<file path="src/rtl/rename_unit.sv">
// Register rename stage: speculative and retirement RATs plus a circular free list of physical tags.
// One rename and one commit per cycle; flush rolls the speculative view back to the retired view.
module rename_unit #(
  parameter int unsigned NUM_ARCH = 32,
  parameter int unsigned NUM_PHYS = 64,
  parameter int unsigned PHYS_W   = 6,
  parameter int unsigned FL_DEPTH = 32
) (
  input  logic              clk,
  input  logic              rst,
  input  logic              rename_valid,
  input  logic [4:0]        rs1_arch,
  input  logic [4:0]        rs2_arch,
  input  logic [4:0]        rd_arch,
  input  logic              rd_we,
  output logic              rename_ready,
  output logic [PHYS_W-1:0] rs1_phys,
  output logic [PHYS_W-1:0] rs2_phys,
  output logic [PHYS_W-1:0] dest_phys_new,
  output logic [PHYS_W-1:0] dest_phys_old,
  input  logic              commit_valid,
  input  logic              commit_we,
  input  logic [4:0]        commit_rd_arch,
  input  logic [PHYS_W-1:0] commit_phys_new,
  input  logic [PHYS_W-1:0] commit_phys_old,
  input  logic              flush,
  output logic [PHYS_W-1:0] free_count
);

  localparam int unsigned FlIdxW = $clog2(FL_DEPTH);
  localparam int unsigned PtrW   = FlIdxW + 1;

  logic [PHYS_W-1:0] spec_rat_q [NUM_ARCH];
  logic [PHYS_W-1:0] ret_rat_q  [NUM_ARCH];
  logic [PHYS_W-1:0] ret_rat_d  [NUM_ARCH];
  logic [PHYS_W-1:0] fl_q       [FL_DEPTH];

  // Pointers carry an extra wrap bit so full (32 free) and empty (0 free) differ.
  logic [PtrW-1:0] spec_head_q, commit_head_q, tail_q;
  logic [PtrW-1:0] commit_head_d, tail_d;

  logic alloc, fire, commit_en;

  assign alloc     = rd_we && (rd_arch != 5'd0);
  assign commit_en = commit_valid && commit_we && (commit_rd_arch != 5'd0);

  always_comb begin
    rs1_phys      = (rs1_arch == 5'd0) ? '0 : spec_rat_q[rs1_arch];
    rs2_phys      = (rs2_arch == 5'd0) ? '0 : spec_rat_q[rs2_arch];
    dest_phys_old = alloc ? spec_rat_q[rd_arch] : '0;
    dest_phys_new = alloc ? fl_q[spec_head_q[FlIdxW-1:0]] : '0;
    free_count    = PHYS_W'(tail_q - spec_head_q);
    rename_ready  = !flush && (!alloc || (free_count != '0));
    fire          = rename_valid && rename_ready;
  end

  // Retirement view including this cycle's commit; flush copies from here.
  always_comb begin
    ret_rat_d     = ret_rat_q;
    commit_head_d = commit_head_q;
    tail_d        = tail_q;
    if (commit_en) begin
      ret_rat_d[commit_rd_arch] = commit_phys_new;
      commit_head_d             = commit_head_q + PtrW'(1);
      tail_d                    = tail_q + PtrW'(1);
    end
  end

  always_ff @(posedge clk or posedge rst) begin
    if (rst) begin
      for (int i = 0; i < int'(NUM_ARCH); i++) begin
        spec_rat_q[i] <= PHYS_W'(i);
        ret_rat_q[i]  <= PHYS_W'(i);
      end
      for (int k = 0; k < int'(FL_DEPTH); k++) begin
        fl_q[k] <= PHYS_W'(NUM_PHYS - FL_DEPTH + k);
      end
      spec_head_q   <= '0;
      commit_head_q <= '0;
      tail_q        <= PtrW'(FL_DEPTH);
    end else begin
      ret_rat_q     <= ret_rat_d;
      commit_head_q <= commit_head_d;
      tail_q        <= tail_d;
      if (commit_en) begin
        fl_q[tail_q[FlIdxW-1:0]] <= commit_phys_old;
      end
      if (flush) begin
        spec_rat_q  <= ret_rat_d;
        spec_head_q <= commit_head_d;
      end else if (fire && alloc) begin
        spec_rat_q[rd_arch] <= dest_phys_new;
        spec_head_q         <= spec_head_q + PtrW'(1);
      end
    end
  end

endmodule

</file>
<file path="config.mk">
export PLATFORM = sky130hd
export DESIGN_NAME = rename_unit
export DESIGN_NICKNAME = d
export VERILOG_FILES = /design/src/rtl/rename_unit.sv
export SDC_FILE = /design/constraint.sdc
export NUM_CORES = 1
export LEC_CHECK = 0
export CORE_MARGIN = 5
export CORE_UTILIZATION = 25
export DETAILED_ROUTE_END_ITERATION = 8
export SLEW_MARGIN = 20
export SYNTH_ARGS = -nofsm -noshare
export SYNTH_HDL_FRONTEND = slang
export SYNTH_SLANG_ARGS = --single-unit
export TNS_END_PERCENT = 20
</file>
<file path="constraint.sdc">
create_clock -name clk -period 24 [get_ports clk]
set_input_delay 4.8 -clock clk [delete_from_list [all_inputs] [get_ports clk]]
set_output_delay 4.8 -clock clk [all_outputs]
set_load 0.01 [all_outputs]
</file>
==> parameters.txt <==
Parameter                              Value

Synth
  Synthesis-stage register bit count ... 594
  Cell variety after synth ... 63
  Number of enable flip-flop cells after synthesis ... 0
  Total number of yosys warnings ... 0
  Post-Synthesis Cell Area ... 0.0312 mm2
  Ys async rst share ... 100%
  Post-synthesis instance total ... 2286
  Mapped Nets ... 2337
  Per-instance average area after synthesis ... 13.7 um2
  Predominant post-synthesis flop cell ... sky130_fd_sc_hd__dfrtp_1
  Sequential cell area fraction in the yosys report ... 48.7%

Cells and area
  Final net count ... 2316
  Synthesis-to-finish area growth ... 13.8%
  Fraction of layout cells with a size suffix above 1 ... 45.8%
  FF/Latch Area ... 0.0152 mm2
  Fillcell total ... 12513
  Area of the multi-input gates ... 0.0152 mm2

Clocking
  Number of hold buffers added after CTS ... 0
  H-tree depth ... 2
  Number of gates resized after CTS ... 0
  Clock network latency to the later pin of the worst-skew pair ... 660 ps
  TritonCTS buffer count ... 59
  Total number of clock tree sinks ... 594
  Master cell of the clock root buffer ... sky130_fd_sc_hd__clkbuf_16
  Number of buffers between clock root and the deepest sink ... 3
  Clock-pin slew of the registers on the worst-case setup and hold paths ... 60 ps
  Setup bufs post-CTS ... 0
  CTS tree ... done

Route
  Total wire length ... 98800 um
  Routed Antenna Nets ... 0
  Remaining design rule violation count ... 0
  Iter 0 DRT Violations ... 2244
  Number of detailed-route iterations in the first pass ... 6
  Vias ... 21410
  Wire per inst ... 25.0 um
  Via density ... 5.41

Critical path
  Number of buffer and inverter stages on the critical path ... 2
  CP max-delay cell ... sky130_fd_sc_hd__nor3b_1
  Critical path, cell by cell ... clkdlybuf4s50_1, nor3b_1, a22o_1, a221oi_1, a31oi_1, clkdlybuf4s50_1
  Most numerous cell on the critical path ... sky130_fd_sc_hd__clkdlybuf4s50_1
  Worst Path Class, Setup ... input port to output port
  CP delay by family, top ... buffers and inverters
  Arrival time at the worst endpoint ... 7990 ps
  Highest cell delay on the worst timing path ... 900 ps
  Required time at the worst-slack endpoint ... 19200 ps
  Critical-path maximum fanout ... 14
  Sort of element at the end of the critical path ... output port
  Startpoint types ... input port

STA
  Tightest Pin Transition ... 1170 ps
  Worst max-slew margin expressed relative to the limit ... 22.2%
  Setup total negative slack ... 0 ps
  Period minus WS final ... 12790 ps
  Final-report max-slew violation count ... 0
  Final setup viols ... 0
  Fmax ... 78.2 MHz
  Setup repair after global routing missed its margin ... no
  Part of the cycle the worst path needs ... 53.3%
  Final hold viol count ... 0
  Layout Skew ... 34.4 ps
  Hold WS ... 375 ps

Placed design
  Final GP Congestion ... 0.933
  Half-perimeter wire length after detailed placement ... 64000 um
  Number of input and output port buffers inserted ... 69

Global routing
  Antenna violations before repair ... 4
  Largest net degree at the start of global routing ... 115
  Total track usage ... 14.6%
  Overflow left after global routing ... 0
  Wire length of the first global-routing pass ... 148000 um
  Number of global-route vias before repair ... 21369

Worst hold path
  Min-Delay Path Class ... register to register

Die
  Height of the die ... 363 um
  Total die area ... 0.132 mm2
  Core area ... 0.124 mm2
  Io pins ... 70
  Die extent in x ... 363 um
  FP Rows ... 129
  Initial cell density of the core ... 25.2%

Power and ir drop
  Power consumption ... 0.00348 W
  Power per Cell Area ... 97.9 mW/mm2
  Static Leakage ... 14.2 nW
  Max IR drop VDD ... 0.000122 V

Flow run
  MaxCap Viol Count ... 0

Outcome
  Run status ... finished, final reports clean
[cell usage in the layout, fill, tap and decap left out, types with 5 or more instances in the layout]
cell type and instances:
sky130_fd_sc_hd__a21oi_1 95, sky130_fd_sc_hd__a21oi_2 5, sky130_fd_sc_hd__a21oi_4 13, sky130_fd_sc_hd__a221o_1 186, sky130_fd_sc_hd__a221oi_1 6, sky130_fd_sc_hd__a22o_1 6
sky130_fd_sc_hd__a22oi_1 22, sky130_fd_sc_hd__a22oi_2 5, sky130_fd_sc_hd__a31oi_1 9, sky130_fd_sc_hd__and2_1 130, sky130_fd_sc_hd__and3_4 6, sky130_fd_sc_hd__buf_2 5
sky130_fd_sc_hd__buf_4 43, sky130_fd_sc_hd__bufinv_16 5, sky130_fd_sc_hd__clkbuf_1 11, sky130_fd_sc_hd__clkbuf_16 62, sky130_fd_sc_hd__clkbuf_8 12, sky130_fd_sc_hd__clkdlybuf4s50_1 60
sky130_fd_sc_hd__clkinv_2 12, sky130_fd_sc_hd__dfrtp_1 319, sky130_fd_sc_hd__dfstp_2 273, sky130_fd_sc_hd__ha_1 11, sky130_fd_sc_hd__inv_1 8, sky130_fd_sc_hd__mux2_2 385
sky130_fd_sc_hd__mux2i_1 37, sky130_fd_sc_hd__mux4_2 204, sky130_fd_sc_hd__nand2_1 137, sky130_fd_sc_hd__nand3_1 16, sky130_fd_sc_hd__nand4_1 7, sky130_fd_sc_hd__nor2_1 57
sky130_fd_sc_hd__nor3_1 57, sky130_fd_sc_hd__nor3b_1 8, sky130_fd_sc_hd__o21ai_0 5, sky130_fd_sc_hd__o221ai_1 10, sky130_fd_sc_hd__or3_1 7, sky130_fd_sc_hd__xnor2_1 9
[area by class of cell]
type                    instances  share of cell area (%)
diodes                          3                  0.0211
clock buffers                  85                    4.94
clock inverters                27                   0.858
inverters                      11                   0.137
multi-input cells            1487                    42.7
flip-flops and latches        594                    42.8
well taps                    1637                    5.76
repair buffers                112                    2.78
[worst paths after layout]
kind | end | cells past startpoint | from | slack [ps]
min in group asynchronous | fl_q[166] | 2 | rst | 4670
worst max-delay path | dest_phys_old[4] | 6 | rd_arch[2] | 11210
worst min-delay path | ret_rat_q[187] | 0 | ret_rat_q[187] | 380
worst min register to register | ret_rat_q[187] | 0 | ret_rat_q[187] | 380
max in group asynchronous | ret_rat_q[80] | 6 | rst | 15630
worst max register to register | spec_rat_q[89] | 10 | spec_head_q[1] | 19220
[registers in the layout (all words and copies together) (netlist names)]
signal / count
fl_q: 192
ret_rat_q: 192
spec_rat_q: 192
commit_head_q: 6
spec_head_q: 6
tail_q: 6
[cell usage after synthesis (5+ instances only)]
cell                         n  area share (%)
sky130_fd_sc_hd__a21oi_1    96             1.5
sky130_fd_sc_hd__a21oi_4    13            0.68
sky130_fd_sc_hd__a221o_1   186             6.0
sky130_fd_sc_hd__a221oi_1    6            0.17
sky130_fd_sc_hd__a22o_1      6            0.17
sky130_fd_sc_hd__a22oi_1    27            0.65
sky130_fd_sc_hd__a31oi_1    10            0.20
sky130_fd_sc_hd__and2_1    130             2.6
sky130_fd_sc_hd__and3_4      6            0.22
sky130_fd_sc_hd__buf_1      20            0.24
sky130_fd_sc_hd__buf_2      24            0.38
sky130_fd_sc_hd__buf_6      11            0.40
sky130_fd_sc_hd__clkbuf_1  137             1.6
sky130_fd_sc_hd__dfrtp_1   321              26
sky130_fd_sc_hd__dfstp_2   273              23
sky130_fd_sc_hd__ha_1       11            0.44
sky130_fd_sc_hd__inv_1       9            0.11
sky130_fd_sc_hd__mux2_2    385              14
sky130_fd_sc_hd__mux2i_1    37             1.2
sky130_fd_sc_hd__mux4_2    204              15
sky130_fd_sc_hd__nand2_1   137             1.6
sky130_fd_sc_hd__nand3_1    16            0.26
sky130_fd_sc_hd__nand4_1     7            0.14
sky130_fd_sc_hd__nor2_1     57            0.68
sky130_fd_sc_hd__nor3_1     58            0.93
sky130_fd_sc_hd__nor3b_1     8            0.19
sky130_fd_sc_hd__o21ai_0     5           0.080
sky130_fd_sc_hd__o221ai_1   10            0.28
sky130_fd_sc_hd__or3_1       7            0.14
sky130_fd_sc_hd__or4_1       5            0.12
sky130_fd_sc_hd__xnor2_1     9            0.25
[layer usage]
metal / GRT usage, % / routed length [um]
met1: 21.1 / 44200
met2: 21.4 / 42200
met3: 3.60 / 8810
met4: 5.06 / 3570
met5: 0 / 13
[cells by family (layout without fill, tap and decap cells)]
family	count (synthesis)	count (layout)	share of synthesized area [%]
mux	626	626	29.8
xor+xnor	13	13	0.364
flops	594	594	48.7
compound gates	380	380	10.3
other cells	0	3	0
fa+ha+maj	12	12	0.505
buf+inv	205	235	2.87
simple gates	456	456	7.54
[worst register-to-register path: stages (launching register included)]
cell	delay (ps)
sky130_fd_sc_hd__dfrtp_2	340
sky130_fd_sc_hd__buf_4	520
sky130_fd_sc_hd__inv_1	290
sky130_fd_sc_hd__ha_1	260
sky130_fd_sc_hd__or2_1	240
sky130_fd_sc_hd__o22ai_1	260
sky130_fd_sc_hd__mux2i_1	430
sky130_fd_sc_hd__or4_4	720
sky130_fd_sc_hd__buf_4	900
sky130_fd_sc_hd__a21oi_1	300
sky130_fd_sc_hd__a221o_1	410
[power by group]
group | total (W) | leakage, nW | switching (W) | internal (W)
Combinational | 0.00106 | 6.10 | 0.000612 | 0.000448
Sequential | 0.00143 | 7.09 | 0.000167 | 0.00127
Clock | 0.000990 | 1.02 | 0.000425 | 0.000566
[per-stage QoR]
| stage | std cells | instance area [um2] | worst slack, ps | utilization (%) |
|---|---|---|---|---|
| after detailed placement | 3840 | 33500 | 11160 | 27.0 |
| after floorplan | 2286 | 31200 | 3030 | - |
| after global placement | 3840 | 33500 | 11180 | 27.0 |
| final | 3956 | 35600 | 11210 | 28.7 |
| after global routing | 3953 | 35600 | 11160 | 28.7 |
| after CTS | 3952 | 35500 | 11130 | 28.7 |
No activity file was read; power rests on OpenSTA's default activity.
